--- config.mk ---
export PLATFORM = sky130hd
export DESIGN_NAME = pixel_scan_controller
export DESIGN_NICKNAME = d
export VERILOG_FILES = /design/src/rtl/pixel_scan_controller.sv
export SDC_FILE = /design/constraint.sdc
export NUM_CORES = 1
export LEC_CHECK = 0
export BUFFER_PORTS_ARGS = -buffer_cell sky130_fd_sc_hd__buf_2
export CAP_MARGIN = 15
export CORE_MARGIN = 8
export CORE_UTILIZATION = 50
export DETAILED_ROUTE_END_ITERATION = 6
export HOLD_SLACK_MARGIN = 0.12
export PLACE_DENSITY = 0.71
export SLEW_MARGIN = 20
export SYNTH_ARGS = -nofsm -noshare
export SYNTH_HDL_FRONTEND = slang
export SYNTH_SLANG_ARGS = --single-unit
export TNS_END_PERCENT = 1
--- constraint.sdc ---
create_clock -name clock -period 3 [get_ports clock]
set_input_delay 0.3 -clock clock [delete_from_list [all_inputs] [get_ports clock]]
set_output_delay 0.3 -clock clock [all_outputs]
set_load 0.02 [all_outputs]
--- src/rtl/pixel_scan_controller.sv ---
// Raster-order frame-buffer scanner feeding a pixel classifier; accumulates per-colour counts and x/y sums.
// Build option: define PIXEL_SCAN_BLUE_EN to keep the blue channel, otherwise its outputs are tied to 0.
//
// state   | meaning
// IDLE    | waiting for start, accumulators and x/y cleared
// SCAN    | issuing one frame-buffer address per cycle
// DRAIN   | waiting MEM_LAT cycles for in-flight reads
// PUBLISH | results visible, done high, start accepted
module pixel_scan_controller #(
  parameter int WIDTH   = 320,
  parameter int HEIGHT  = 240,
  parameter int ADDR_W  = 17,
  parameter int X_W     = 9,
  parameter int Y_W     = 8,
  parameter int MEM_LAT = 2,
  parameter int SUM_W   = 26
) (
  input  logic              clock,
  input  logic              reset_n,
  input  logic              start,
  output logic              busy,
  output logic              done,
  output logic [ADDR_W-1:0] mem_addr,
  output logic [8:0]        class_data,
  input  logic [8:0]        mem_data,
  input  logic              class_red,
  input  logic              class_green,
  input  logic              class_blue,
  output logic [ADDR_W-1:0] red_cnt,
  output logic [ADDR_W-1:0] green_cnt,
  output logic [ADDR_W-1:0] blue_cnt,
  output logic [SUM_W-1:0]  red_sum_x,
  output logic [SUM_W-1:0]  green_sum_x,
  output logic [SUM_W-1:0]  blue_sum_x,
  output logic [SUM_W-1:0]  red_sum_y,
  output logic [SUM_W-1:0]  green_sum_y,
  output logic [SUM_W-1:0]  blue_sum_y
);

`ifdef PIXEL_SCAN_BLUE_EN
  localparam int NCOL = 3;
`else
  localparam int NCOL = 2;
`endif

  localparam logic [ADDR_W-1:0] LAST_ADDR  = ADDR_W'(WIDTH * HEIGHT - 1);
  localparam logic [X_W-1:0]    X_LAST     = X_W'(WIDTH - 1);
  localparam logic [2:0]        DRAIN_INIT = 3'(MEM_LAT - 1);

  typedef enum logic [1:0] {IDLE, SCAN, DRAIN, PUBLISH} state_t;

  state_t                          state_q, state_d;
  logic                            busy_q, busy_d;
  logic                            done_q, done_d;
  logic [ADDR_W-1:0]               addr_q, addr_d;
  logic [X_W-1:0]                  x_q, x_d;
  logic [Y_W-1:0]                  y_q, y_d;
  logic [2:0]                      drain_q, drain_d;
  logic                            issue;
  logic                            publish;

  logic [MEM_LAT-1:0]              vld_q;
  logic [MEM_LAT-1:0][X_W-1:0]     px_q;
  logic [MEM_LAT-1:0][Y_W-1:0]     py_q;

  logic                            qual;
  logic [NCOL-1:0]                 hit;
  logic [NCOL-1:0][ADDR_W-1:0]     cnt_q, cnt_d, ocnt_q;
  logic [NCOL-1:0][SUM_W-1:0]      sx_q, sx_d, sy_q, sy_d, osx_q, osy_q;

  always_comb begin
    state_d = state_q;
    addr_d  = addr_q;
    x_d     = '0;
    y_d     = '0;
    drain_d = drain_q;
    issue   = 1'b0;
    publish = 1'b0;
    case (state_q)
      IDLE: begin
        if (start) begin
          state_d = SCAN;
          addr_d  = '0;
        end
      end
      SCAN: begin
        issue = 1'b1;
        if (addr_q == LAST_ADDR) begin
          state_d = DRAIN;
          drain_d = DRAIN_INIT;
        end else begin
          addr_d = addr_q + ADDR_W'(1);
          if (x_q == X_LAST) begin
            x_d = '0;
            y_d = y_q + Y_W'(1);
          end else begin
            x_d = x_q + X_W'(1);
            y_d = y_q;
          end
        end
      end
      DRAIN: begin
        if (drain_q == 3'd0) begin
          state_d = PUBLISH;
          publish = 1'b1;
        end else begin
          drain_d = drain_q - 3'd1;
        end
      end
      PUBLISH: begin
        if (start) begin
          state_d = SCAN;
          addr_d  = '0;
        end else begin
          state_d = IDLE;
        end
      end
      default: state_d = IDLE;
    endcase
    busy_d = (state_d == SCAN) || (state_d == DRAIN);
    done_d = (state_d == PUBLISH);
  end

  // Black pixels never count, whatever the classifier says.
  assign qual = vld_q[MEM_LAT-1] && (mem_data != 9'd0);

`ifdef PIXEL_SCAN_BLUE_EN
  assign hit = {class_blue, class_green, class_red} & {NCOL{qual}};
`else
  logic unused_class_blue;
  assign unused_class_blue = class_blue;
  assign hit = {class_green, class_red} & {NCOL{qual}};
`endif

  always_comb begin
    cnt_d = cnt_q;
    sx_d  = sx_q;
    sy_d  = sy_q;
    if ((state_q == IDLE) || (state_q == PUBLISH)) begin
      cnt_d = '0;
      sx_d  = '0;
      sy_d  = '0;
    end else begin
      for (int c = 0; c < NCOL; c++) begin
        if (hit[c]) begin
          cnt_d[c] = cnt_q[c] + ADDR_W'(1);
          sx_d[c]  = sx_q[c] + SUM_W'(px_q[MEM_LAT-1]);
          sy_d[c]  = sy_q[c] + SUM_W'(py_q[MEM_LAT-1]);
        end
      end
    end
  end

  always_ff @(posedge clock or negedge reset_n) begin
    if (!reset_n) begin
      state_q <= IDLE;
      busy_q  <= 1'b0;
      done_q  <= 1'b0;
      addr_q  <= '0;
      x_q     <= '0;
      y_q     <= '0;
      drain_q <= '0;
      vld_q   <= '0;
      px_q    <= '0;
      py_q    <= '0;
      cnt_q   <= '0;
      sx_q    <= '0;
      sy_q    <= '0;
      ocnt_q  <= '0;
      osx_q   <= '0;
      osy_q   <= '0;
    end else begin
      state_q <= state_d;
      busy_q  <= busy_d;
      done_q  <= done_d;
      addr_q  <= addr_d;
      x_q     <= x_d;
      y_q     <= y_d;
      drain_q <= drain_d;
      vld_q[0] <= issue;
      px_q[0]  <= x_q;
      py_q[0]  <= y_q;
      for (int i = 1; i < MEM_LAT; i++) begin
        vld_q[i] <= vld_q[i-1];
        px_q[i]  <= px_q[i-1];
        py_q[i]  <= py_q[i-1];
      end
      cnt_q <= cnt_d;
      sx_q  <= sx_d;
      sy_q  <= sy_d;
      // The final pixel lands on the publish edge, so latch the next-state totals.
      if (publish) begin
        ocnt_q <= cnt_d;
        osx_q  <= sx_d;
        osy_q  <= sy_d;
      end
    end
  end

  assign busy        = busy_q;
  assign done        = done_q;
  assign mem_addr    = addr_q;
  assign class_data  = mem_data;
  assign red_cnt     = ocnt_q[0];
  assign red_sum_x   = osx_q[0];
  assign red_sum_y   = osy_q[0];
  assign green_cnt   = ocnt_q[1];
  assign green_sum_x = osx_q[1];
  assign green_sum_y = osy_q[1];
`ifdef PIXEL_SCAN_BLUE_EN
  assign blue_cnt    = ocnt_q[2];
  assign blue_sum_x  = osx_q[2];
  assign blue_sum_y  = osy_q[2];
`else
  assign blue_cnt    = '0;
  assign blue_sum_x  = '0;
  assign blue_sum_y  = '0;
`endif

endmodule

==> results.md, run 1 <==
* Status: finished clean
* Area growth syn-to-layout at 14.7%
* # DRC at 0
* Later-pin clock latency in the skew report at 0.53 ns
* Clk buf depth at 3
* RR Endpoint: green_sum_y[10]
* Register area share after synthesis at 51.7%
* Diode count at 0
* Reg2reg start: py_q[8]
* CP Class: flip-flop to flip-flop
* Vias in the first global route at 12.7k
* Multi-input logic area at 0.00745 mm^2
* Final Setup Violations at 0
* Crit path DAT at 2.91 ns
* Area of the mapped netlist at 0.0171 mm^2
* Vias at 12.5k
* Layout cells sized above 1 at 18.3%
* Initial antenna violation count at 0
* Crit Path Max Fanout at 9
* Final nets at 1891
* CTS root buffer: clkbuf_16
* Fin Setup TNS at 0 ns
* FF+latch count, synth at 353
* Antenna-violating nets left at 0
* Syn avg cell area at 10.4 um^2
* Post-synth EDFFs at 0
* I/O pins at 250
* Die area at 0.0403 mm^2
* Finished Core Util at 58.3%
* Worst hold stages at 4
* Initial core utilization at 50.8%
* Crit start category: flip-flop
* PD cells at 587 mW/mm^2
* Drt via density at 5.44
* Fraction of registers with async set or reset after synthesis at 100%
* DIE WIDTH at 201 um
* Fillers at 2837
* Total of max-cap violations at 0
* M1 WL at 18300 um
* HP Class: input port to flip-flop
* Total leakage power at 9.10 nW
* Die Y at 201 um
* Post-DR wirelength/cell at 17.3 um
* Cell variety after synth at 87
* FP Rows at 67
* Unrepaired setup endpoints after global routing: no
* Clk_skew at 0.0186 ns
* Rel. slew slack at 37.0%
* Clk sinks at 353
* Clock transition at the registers of the reported paths at 0.06 ns
* Top_reg_cell synth: dfrtp_1
* Fin crit period at 2.52 ns
* Global placer's final weighted congestion at 0.827
* Post-CTS Setup Bufs at 0
* Met3 WL post-DR at 2210 um
* Max-slew violations at 0
* Largest net degree at the start of global routing at 101
* Worst reg-to-reg path cell count at 9
* FF-to-FF setup slack at 0.48 ns
* Worst slew pin tran at 0.939 ns
* Met2 wire length at 18800 um
* Tcrit/Tclk final at 84.0%
* Pre-antenna DRT Iters at 5
* Worst-case hold path end point: sx_q[8]
* Port buffer count at 179
* H-tree levels at 2
* All-Layer GR Usage at 19.7%
* Yosys warnings at 0
* Initial drt markers at 643
* First-pass GRT wire length at 66600 um
* Fmax at 0.397 GHz
* Fin. Hold Viols at 0
* Hold Buf Count CTS at 2
* Core area at 0.0336 mm^2
* Cts repair resizes at 0
* Crit end category: flip-flop
* Worst Hold Launch: class_red
* Detailed placer's ending HPWL at 28100 um
* Max layer used: met4
* Register area at 0.00883 mm^2
* Syn Inst Count at 1649
* Num CTS Buffers at 39
* Peak supply drop at 0.614 mV
* Remaining Overflow, GRT at 0
* CTS tree: built
* Routed WL at 39900 um
* Req. time, crit path at 3.40 ns
[worst max-delay path by stage]
stage                   from              end  slack (ns)  depth (start not counted)
floorplan            py_q[8]  green_sum_y[16]        0.64                          8
global placement     py_q[9]  green_sum_y[17]        0.52                          7
detailed placement   py_q[9]  green_sum_y[23]        0.49                          7
CTS                  py_q[8]  green_sum_y[10]        0.47                          9
global route        px_q[13]  green_sum_x[25]        0.29                          7
finish               py_q[8]  green_sum_y[10]        0.48                          9
[registers in the layout (all words and copies together), names as in the netlist]
name / flops
state_q: 2
sx_q: 52
red_sum_y: 26
py_q: 16
green_sum_x: 26
px_q: 18
x_q: 9
vld_q: 2
cnt_q: 34
mem_addr: 17
drain_q: 3
red_cnt: 17
y_q: 8
sy_q: 52
done: 1
busy: 1
green_cnt: 17
green_sum_y: 26
red_sum_x: 26
[cells by family (layout without fill, tap and decap cells)]
group | Yosys count | in the layout | share of synthesized area, %
simple gates | 569 | 569 | 16.1
flops | 353 | 353 | 51.7
mux | 22 | 22 | 1.34
fa+ha+maj | 50 | 50 | 3.84
xor+xnor | 129 | 129 | 6.70
buf+inv | 190 | 325 | 6.17
other cells | 1 | 69 | 0.0220
compound gates | 335 | 335 | 14.1
[where the power goes]
part           total (mW)  switching [mW]  internal (mW)  leakage (nW)
registers            5.06           0.137           4.92          4.33
logic                1.67            1.25          0.415          4.14
clock network        4.76            1.86           2.90         0.629
total                11.5            3.25           8.24          9.10
[worst max-delay path: stages, from the launching register on]
cell and delay, ns:
dfrtp_1 0.38, ha_1 0.24, fa_1 0.41, a21o_1 0.20, a21o_1 0.22, a211oi_2 0.25, buf_4 0.20, nor4_1 0.07
xnor2_1 0.26, o21ai_0 0.14
[cell type report]
cell class / count / area share (%)
multi-input cells: 1174 / 38.0
clock buffers: 55 / 5.81
clock inverters: 12 / 0.754
flip-flops and latches: 353 / 45.1
well taps: 448 / 2.86
inverters: 39 / 0.760
repair buffers: 219 / 6.69
[cell usage in the layout (no fill, tap or decap), types with 17 or more instances in the layout]
master,n
nor2_1,164
nand3_1,45
nand4_1,18
xor2_1,50
a21oi_1,42
dfrtp_1,353
inv_1,38
and2_1,32
conb_1,69
xnor2_1,77
nor3_1,32
buf_4,30
o21ai_0,93
nand2_1,182
a211oi_1,18
buf_2,178
o21ai_1,28
ha_1,45
o31ai_1,35
clkbuf_16,41
and3_1,19
and4_1,17
[metrics by stage]
step	instances	setup slack, ns	instance area [um^2]	total power [mW]	hold slack, ns
after floorplan	1717	0.644	17300	6.29	0.00441
after global placement	2231	0.522	18300	6.77	0.332
after detailed placement	2231	0.487	18300	6.81	0.335
after CTS	2300	0.465	19600	11.6	0.289
after global routing	2300	0.291	19600	12.0	0.323
final	2300	0.480	19600	11.5	0.325
[layer usage]
layer	global-route usage, %	up-vias
met5	0	-
met4	4.63	0
met3	3.94	43
met2	32.0	306
met1	26.8	6184
li1	-	5976
[synthesized netlist by cell type (5+ instances only)]
cell type    n  share of area [%]
a211oi_1    18               0.79
a21oi_1     42                1.2
o211ai_1     8               0.35
nand2_1    183                4.0
a2111oi_0    6               0.31
a31oi_1      7               0.26
a2111oi_1    5               0.29
xnor2_1     77                3.9
nand3_1     45                1.3
buf_4       81                3.6
and4_1      17               0.87
a31o_2      11               0.56
clkbuf_1    60                1.3
o21a_1       8               0.35
mux2_2       7               0.46
nand4_1     18               0.66
a2111oi_2   10               0.88
o31ai_1     35                1.5
nor4b_1      5               0.26
o21ai_1     28               0.82
or3_1        7               0.26
dfrtp_1    353                 52
and2_1      32                1.2
xor2_1      50                2.6
nor2_1     164                3.6
nor4_1       9               0.33
mux2i_1     15               0.88
nor3_1      32               0.94
nor3b_1      5               0.22
ha_1        46                3.4
nor2b_1      8               0.29
and3_1      19               0.70
buf_2        5               0.15
a22o_1       9               0.46
inv_1       39               0.86
a21o_1      10               0.44
o21ai_0     93                2.7
Power figures use the tool's default switching activity.
==> run 2: changes to the inputs <==
--- a/config.mk
+++ b/config.mk
@@ -5,13 +5,14 @@
 export SDC_FILE = /design/constraint.sdc
 export NUM_CORES = 1
 export LEC_CHECK = 0
+export ABC_AREA = 1
 export BUFFER_PORTS_ARGS = -buffer_cell sky130_fd_sc_hd__buf_2
 export CAP_MARGIN = 15
 export CORE_MARGIN = 8
 export CORE_UTILIZATION = 50
 export DETAILED_ROUTE_END_ITERATION = 6
 export HOLD_SLACK_MARGIN = 0.12
-export PLACE_DENSITY = 0.71
+export PLACE_DENSITY = 0.73
 export SLEW_MARGIN = 20
 export SYNTH_ARGS = -nofsm -noshare
 export SYNTH_HDL_FRONTEND = slang
==> constraint.sdc (replaced) <==
create_clock -name clock -period 2.1 [get_ports clock]
set_input_delay 0.21 -clock clock [delete_from_list [all_inputs] [get_ports clock]]
set_output_delay 0.21 -clock clock [all_outputs]
set_load 0.02 [all_outputs]
==> run 2 against run 1 <==
  * Clock power grew 41%
  * Sequential cell count unchanged
  * Combinational power rose to 4.9 times the previous value
  * Global-route usage rose by 2.1 points
  * Sequential share of layout area down 5.4 points
  * Core utilization increased by 0.76 points
  * First-iteration DRC count increased by 76%
  * Final cell count grew 41%
  * Non-clock buffer count up 19
  * Power grew 110%
  * Largest cell class unchanged
  * Highest routed layer unchanged
==> results.md, run 2 <==
* Pre-antenna DRT Iters at 5 (unchanged)
* Unrepaired setup endpoints after global routing: yes
* Die area at 0.0449 mm^2 (+11%)
* Post-DR wirelength/cell at 15.2 um (-13%)
* Remaining Overflow, GRT at 0 (unchanged)
* Global placer's final weighted congestion at 0.908 (+9.8%)
* Drt via density at 5.09 (-6.4%)
* FF+latch count, synth at 353 (unchanged)
* Fmax at 0.489 GHz (+23%)
* Tot Pwr at 24.3 mW (+110%)
* Clk sinks at 353 (unchanged)
* Total of max-cap violations at 0 (unchanged)
* HP Class: input port to asynchronous set/reset pin
* # DRC at 0 (unchanged)
* Crit start category: flip-flop
* Vias in the first global route at 16.4k (+29%)
* Diode count at 0 (unchanged)
* Slack of the critical path at 0.0558 ns (-0.425 ns)
* Top cells by area, synth: dfrtp_1 (46%), nand2_1 (16%), inv_1 (5.9%)
* Pint at 15.1 mW (+83%)
* I/O pins at 250 (unchanged)
* Switching share of power at 38.1% (+9.8 points)
* Initial antenna violation count at 0 (unchanged)
* Crit path DAT at 2.51 ns (-0.40 ns)
* Largest net degree at the start of global routing at 103 (+2.0%)
* Fraction of registers with async set or reset after synthesis at 100% (unchanged)
* CP Class: flip-flop to flip-flop
* Top-count cell post-synth: nand2_1
* DIE WIDTH at 212 um (+5.6%)
* Antenna-violating nets left at 0 (unchanged)
* Port buffer count at 179 (unchanged)
* H-tree levels at 2 (unchanged)
* PD cells at 1090 mW/mm^2 (+86%)
* Clock power frac at 27.6% (-14 points)
* Crit Path Max Fanout at 4 (-5)
* Total leakage power at 11.7 nW (+29%)
* Multi-input logic area at 0.00884 mm^2 (+19%)
* Max-slew violations at 0 (unchanged)
* Area of the mapped netlist at 0.0192 mm^2 (+12%)
* Req. time, crit path at 2.56 ns (-0.84 ns)
* Finished Core Util at 59.0% (+0.76 points)
* Die Y at 212 um (+5.6%)
* Syn Inst Count at 2524 (+53%)
* Clk_skew at 0.0193 ns (+0.000660 ns)
* Flop pwr share at 38.9% (-5.1 points)
* Final Setup Violations at 0 (unchanged)
* Largest registers: sx_q: 52 flops, sy_q: 52 flops, cnt_q: 34 flops
* Yosys top cell area share at 46.0% (-5.7 points)
* Clock transition at the registers of the reported paths at 0.06 ns (about the same)
* Detailed placer's ending HPWL at 35000 um (+25%)
* Post-Place Worst Slack at -0.0389 ns (-0.526 ns)
* Routed WL at 49200 um (+23%)
* Peak supply drop at 0.801 mV (+30%)
* Syn avg cell area at 7.61 um^2 (-27%)
* CTS root buffer: clkbuf_16
* Post-synth top area cell: dfrtp_1
* Cell variety after synth at 48 (-45%)
* FP Rows at 71 (+6.0%)
* Fin crit period at 2.04 ns (-0.475 ns)
* CTS tree: built
* Layout cells sized above 1 at 15.3% (-3.0 points)
* Clk buf depth at 3 (unchanged)
* Net switching power at 9.27 mW (+190%)
* Tcrit/Tclk final at 97.3% (+13 points)
* Hold Slack at 0.165 ns (-0.160 ns)
* Most frequent cells in the layout: nand2_1 (818), dfrtp_1 (347), inv_1 (301), nor2_1 (184), nand3_1 (184)
* Fillers at 3375 (+19%)
* Post-CTS Setup Bufs at 0 (unchanged)
* Vias at 16.5k (+32%)
* Initial core utilization at 50.9% (+0.072 points)
* Top_reg_cell synth: dfrtp_1
* Initial drt markers at 1134 (+76%)
* Status: finished clean
* Final nets at 2778 (+47%)
* Num CTS Buffers at 39 (unchanged)
* Register area share after synthesis at 46.0% (-5.7 points)
* Yosys warnings at 0 (unchanged)
* Register area at 0.00884 mm^2 (about the same)
* First-pass GRT wire length at 81000 um (+22%)
* Gate power share at 33.4% (+19 points)
* FF-to-FF setup slack at 0.06 ns (-0.42 ns)
* Most common cell after layout, fill and taps aside: nand2_1
* Crit end category: flip-flop
* Area growth syn-to-layout at 16.1%
* All-Layer GR Usage at 21.7% (+2.1 points)
* Commonest cells in the netlist: nand2_1 (842), dfrtp_1 (353), inv_1 (304)
* Fin. Hold Viols at 0 (unchanged)
* Post-synth EDFFs at 0 (unchanged)
* Later-pin clock latency in the skew report at 0.55 ns (+0.02 ns)
* Core area at 0.0378 mm^2 (+12%)
==> run 2: area by class of cell <==
type	instances	share of cell area (%)
flip-flops and latches	353	39.7
multi-input cells	1770	39.6
repair buffers	238	6.93
inverters	311	5.27
clock buffers	54	5.23
well taps	511	2.87
clock inverters	11	0.399
==> run 2: kinds of logic after synthesis <==
family | after synthesis | share of synthesized area (%)
xor gates and xnor gates | 48 | 2.19
adders and majority gates | 50 | 3.41
buffers and inverters | 469 | 11.4
and+or+nand+nor | 1406 | 31.3
other | 1 | 0.0195
AOI/OAI and AO/OA | 197 | 5.63
DFF | 353 | 46.0
==> run 2: power by group through the flow <==
stage / clock [mW] / combinational (mW) / sequential, mW
finish: 6.72 / 8.13 / 9.47
global route: 7.13 / 8.98 / 9.67
CTS: 6.90 / 8.07 / 9.42
detailed placement: 0 / 8.02 / 9.51
global placement: 0 / 7.86 / 9.48
floorplan: 0 / 3.83 / 10.8
==> run 2: metal layers <==
layer / up-vias / part of all wire (%) / track usage (%) / wire, um
met5: - / 0 / 0 / 0
met3: 84 / 6.4 / 4.01 / 3140
met4: 0 / 2.6 / 7.24 / 1290
met1: 7807 / 44 / 28.8 / 21700
li1: 8196 / - / - / -
met2: 453 / 47 / 35.6 / 23100
==> run 2: stage by stage <==
| step | std cells | TNS (ns) | cell area (um^2) |
|---|---|---|---|
| 2_1_floorplan | 2592 | 0 | 19500 |
| 3_3_place_gp | 3181 | 0 | 20600 |
| 3_5_place_dp | 3181 | -0.102 | 20600 |
| 4_1_cts | 3248 | -0.0553 | 21900 |
| 5_1_grt | 3248 | -0.666 | 22300 |
| 6_report | 3248 | 0 | 22300 |
==> run 2: path summary, 6_finish.rpt <==
kind                           start             to  cells after the start
setup / recovery             py_q[8]  red_sum_y[18]                     13
hold / removal               reset_n  green_cnt[14]                      2
setup reg to reg             py_q[8]  red_sum_y[18]                     13
hold reg to reg              px_q[8]       px_q[17]                      0
max in group asynchronous    reset_n       sy_q[14]                      4
min in group clock         class_red       sx_q[23]                      5
==> run 2: critical path: stages (launching register included) <==
cell and delay [ns]:
dfrtp_1 0.40, ha_2 0.21, inv_2 0.04, fa_2 0.37
inv_2 0.07, buf_4 0.10, nand4_1 0.09, nand2_2 0.13
nand2_2 0.08, nand2_4 0.09, nand2_1 0.06, nand2_1 0.09
nand3_2 0.08, o21ai_2 0.14
==> run 2: what timing repair did <==
item / CTS / global route
pin swaps: 0 / 12
hold buffers: 2 / 0
gates resized for setup: 10 / 86
endpoints found under the setup margin: 21 / 110
endpoints found under the hold margin: 304 / 0
cloned: 0 / 0
==> run 3: changes to the inputs <==
--- a/config.mk
+++ b/config.mk
@@ -8,11 +8,12 @@
 export ABC_AREA = 1
 export BUFFER_PORTS_ARGS = -buffer_cell sky130_fd_sc_hd__buf_2
 export CAP_MARGIN = 15
-export CORE_MARGIN = 8
+export CORE_MARGIN = 2
 export CORE_UTILIZATION = 50
 export DETAILED_ROUTE_END_ITERATION = 6
+export GPL_TIMING_DRIVEN = 0
 export HOLD_SLACK_MARGIN = 0.12
-export PLACE_DENSITY = 0.73
+export PLACE_DENSITY_LB_ADDON = 0.15
 export SLEW_MARGIN = 20
 export SYNTH_ARGS = -nofsm -noshare
 export SYNTH_HDL_FRONTEND = slang
==> run 3 against run 2 <==
  * The run now ends with negative setup slack left
  * Via count grew 6.3%
  * Final cell count up 3.5%
  * Hold slack lost 0.017 ns
  * Core utilization is 2.1 points higher
  * Maximum frequency down 4.6%
  * Sequential share of layout area shrank 1.4 points
  * Sequential power hardly changed
  * Clock skew grew 0.0019 ns
  * Global-route usage is 8.5 points higher
  * Critical path depth is 7 lower
  * Wire length increased by 22%
  * Count of clock-buffer cells in the layout grew 1
  * Highest routed layer unchanged
==> results.md, run 3 (same netlist as run 2, synthesis figures left out) <==
* Status: finished with violations
* Failing checks: negative setup slack
* Clk_skew at 0.0211 ns (+0.00187 ns)
* Fillers at 3470 (+2.8%)
* Final Setup Violations at 11 (+11)
* Pre-antenna DRT Iters at 5 (unchanged)
* Diode count at 0 (unchanged)
* Vias in the first global route at 16.2k (-1.1%)
* Largest registers: sx_q: 52 flops, sy_q: 52 flops, cnt_q: 34 flops
* Clk sinks at 353 (unchanged)
* Slack of the critical path at -0.0420 ns (-0.0978 ns)
* CP Class: flip-flop to flip-flop
* Cells along the critical path: inv_1 > ha_1 > buf_2 > buf_1 > nand4_1 > o21ai_1
* CTS tree: built
* Die area at 0.0400 mm^2 (-11%)
* Largest net degree at the start of global routing at 99 (-3.9%)
* Net switching power at 10.2 mW (+10%)
* Switching share of power at 39.7% (+1.6 points)
* Die Y at 200 um (-5.7%)
* PD cells at 1110 mW/mm^2 (+2.2%)
* Clock power frac at 28.0% (+0.4 points)
* H-tree levels at 2 (unchanged)
* Initial drt markers at 1358 (+20%)
* Pint at 15.5 mW (+3.1%)
* DIE WIDTH at 200 um (-5.7%)
* Most frequent cells in the layout: nand2_1 (811), dfrtp_1 (348), inv_1 (301), buf_2 (205), nor2_1 (184)
* HP Class: input port to asynchronous set/reset pin
* Crit start category: flip-flop
* Fin. Hold Viols at 0 (unchanged)
* I/O pins at 250 (unchanged)
* Initial core utilization at 50.9% (unchanged)
* Post-DR wirelength/cell at 17.9 um (+18%)
* Port buffer count at 179 (unchanged)
* Crit Path Max Fanout at 10 (+6)
* Critical path's slowest cell: buf_1
* Most common cell after layout, fill and taps aside: nand2_1
* Later-pin clock latency in the skew report at 0.56 ns (about the same)
* Max-slew violations at 0 (unchanged)
* CTS root buffer: clkbuf_16
* Area growth syn-to-layout at 20.2%
* Crit-path max cell delay at 0.79 ns (+0.39 ns)
* Remaining Overflow, GRT at 0 (unchanged)
* Finished Core Util at 61.2% (+2.1 points)
* Core area at 0.0378 mm^2 (unchanged)
* Vias at 17.6k (+6.3%)
* Peak supply drop at 0.836 mV (+4.4%)
* Req. time, crit path at 2.58 ns (+0.02 ns)
* Detailed placer's ending HPWL at 44200 um (+26%)
* Worst slew pin tran at 1.04 ns
* Num CTS Buffers at 39 (unchanged)
* Total of max-cap violations at 0 (unchanged)
* Total leakage power at 12.2 nW (+4.1%)
* Antenna-violating nets left at 0 (unchanged)
* Final nets at 2886 (+3.9%)
* Global placer's final weighted congestion at 0.940 (+3.5%)
* Tcrit/Tclk final at 102% (+4.7 points)
* Gate power share at 35.1% (+1.7 points)
* Layout cells sized above 1 at 18.6% (+3.3 points)
* Flop pwr share at 36.8% (-2.1 points)
* Rel. slew slack at 31.0%
* # DRC at 0 (unchanged)
* Fin crit period at 2.14 ns (+0.0978 ns)
* Fin Setup TNS at -0.122 ns (-0.122 ns)
* Initial antenna violation count at 1 (+1)
* First-pass GRT wire length at 91300 um (+13%)
* All-Layer GR Usage at 30.2% (+8.5 points)
* Crit end category: flip-flop
* Crit path DAT at 2.63 ns (+0.12 ns)
* Drt via density at 5.23 (+2.7%)
* Fmax at 0.467 GHz (-4.6%)
* Clk buf depth at 3 (unchanged)
* FP Rows at 71 (unchanged)
* Hold Slack at 0.149 ns (-0.0166 ns)
* Clock transition at the registers of the reported paths at 0.06 ns (about the same)
* Unrepaired setup endpoints after global routing: yes
* Routed WL at 60100 um (+22%)
==> run 3: final cells by class <==
class	instances	area (um^2)	share of cell area (%)
multi-input combinational	1770	8900	38.5
sequential	353	8840	38.3
inverter	311	1180	5.10
clock buffer	55	1140	4.93
buffer	158	1140	4.92
timing repair buffer	188	1060	4.58
tap	511	639	2.77
clock inverter	15	199	0.862
==> run 3: path summary, 6_finish.rpt <==
path                             start           end  slack (ns)  depth (start not counted)
max                         state_q[0]  mem_addr[10]       -0.04                          6
min                            reset_n      sy_q[47]        0.15                          2
max reg2reg                 state_q[0]  mem_addr[10]       -0.04                          6
min reg2reg                    py_q[3]      py_q[11]        0.34                          0
max in group asynchronous      reset_n      px_q[10]        0.50                          5
min in group clock         class_green     cnt_q[26]        0.26                          5
==> run 3: power groups by stage <==
stage | clock, mW | combinational [mW] | sequential (mW)
finish | 7.22 | 9.04 | 9.48
CTS | 7.32 | 8.76 | 9.42
detailed placement | 0 | 8.60 | 9.50
floorplan | 0 | 3.83 | 10.8
global route | 7.59 | 9.80 | 9.65
global placement | 0 | 8.44 | 9.46
==> run 3: what timing repair did <==
item                                    CTS  global route
endpoints found under the setup margin  249           205
buffers inserted                          0             3
resized for setup                        81           119
endpoints found under the hold margin   228             0
hold buffers                              2             0
pin swaps                                 0            11
==> run 3: stage by stage <==
stage	setup WS, ns	instance area [um^2]	power [mW]	instances
6_report	-0.0420	23100	25.7	3361
5_1_grt	-0.120	23100	27.0	3361
4_1_cts	-0.0684	22700	25.5	3358
3_5_place_dp	-1.11	21100	18.1	3286
3_3_place_gp	-6.00	21000	17.9	3282
2_1_floorplan	0.187	19500	14.6	2592
==> run 3: worst max-delay path, delay by kind of cell (launching register included) <==
family / cells / cell delay [ns]
buffers and inverters: 3 / 1.08
flip-flops: 1 / 0.40
adder cells (fa/ha/maj): 1 / 0.29
AND/OR/NAND/NOR: 1 / 0.18
AO/OA/AOI/OAI: 1 / 0.13
==> run 3: routing by layer <==
metal	routed length, um	global-route usage, %
met2	27200	47.8
met3	4530	4.35
met4	2220	11.5
met1	26200	42.4
met5	0	0
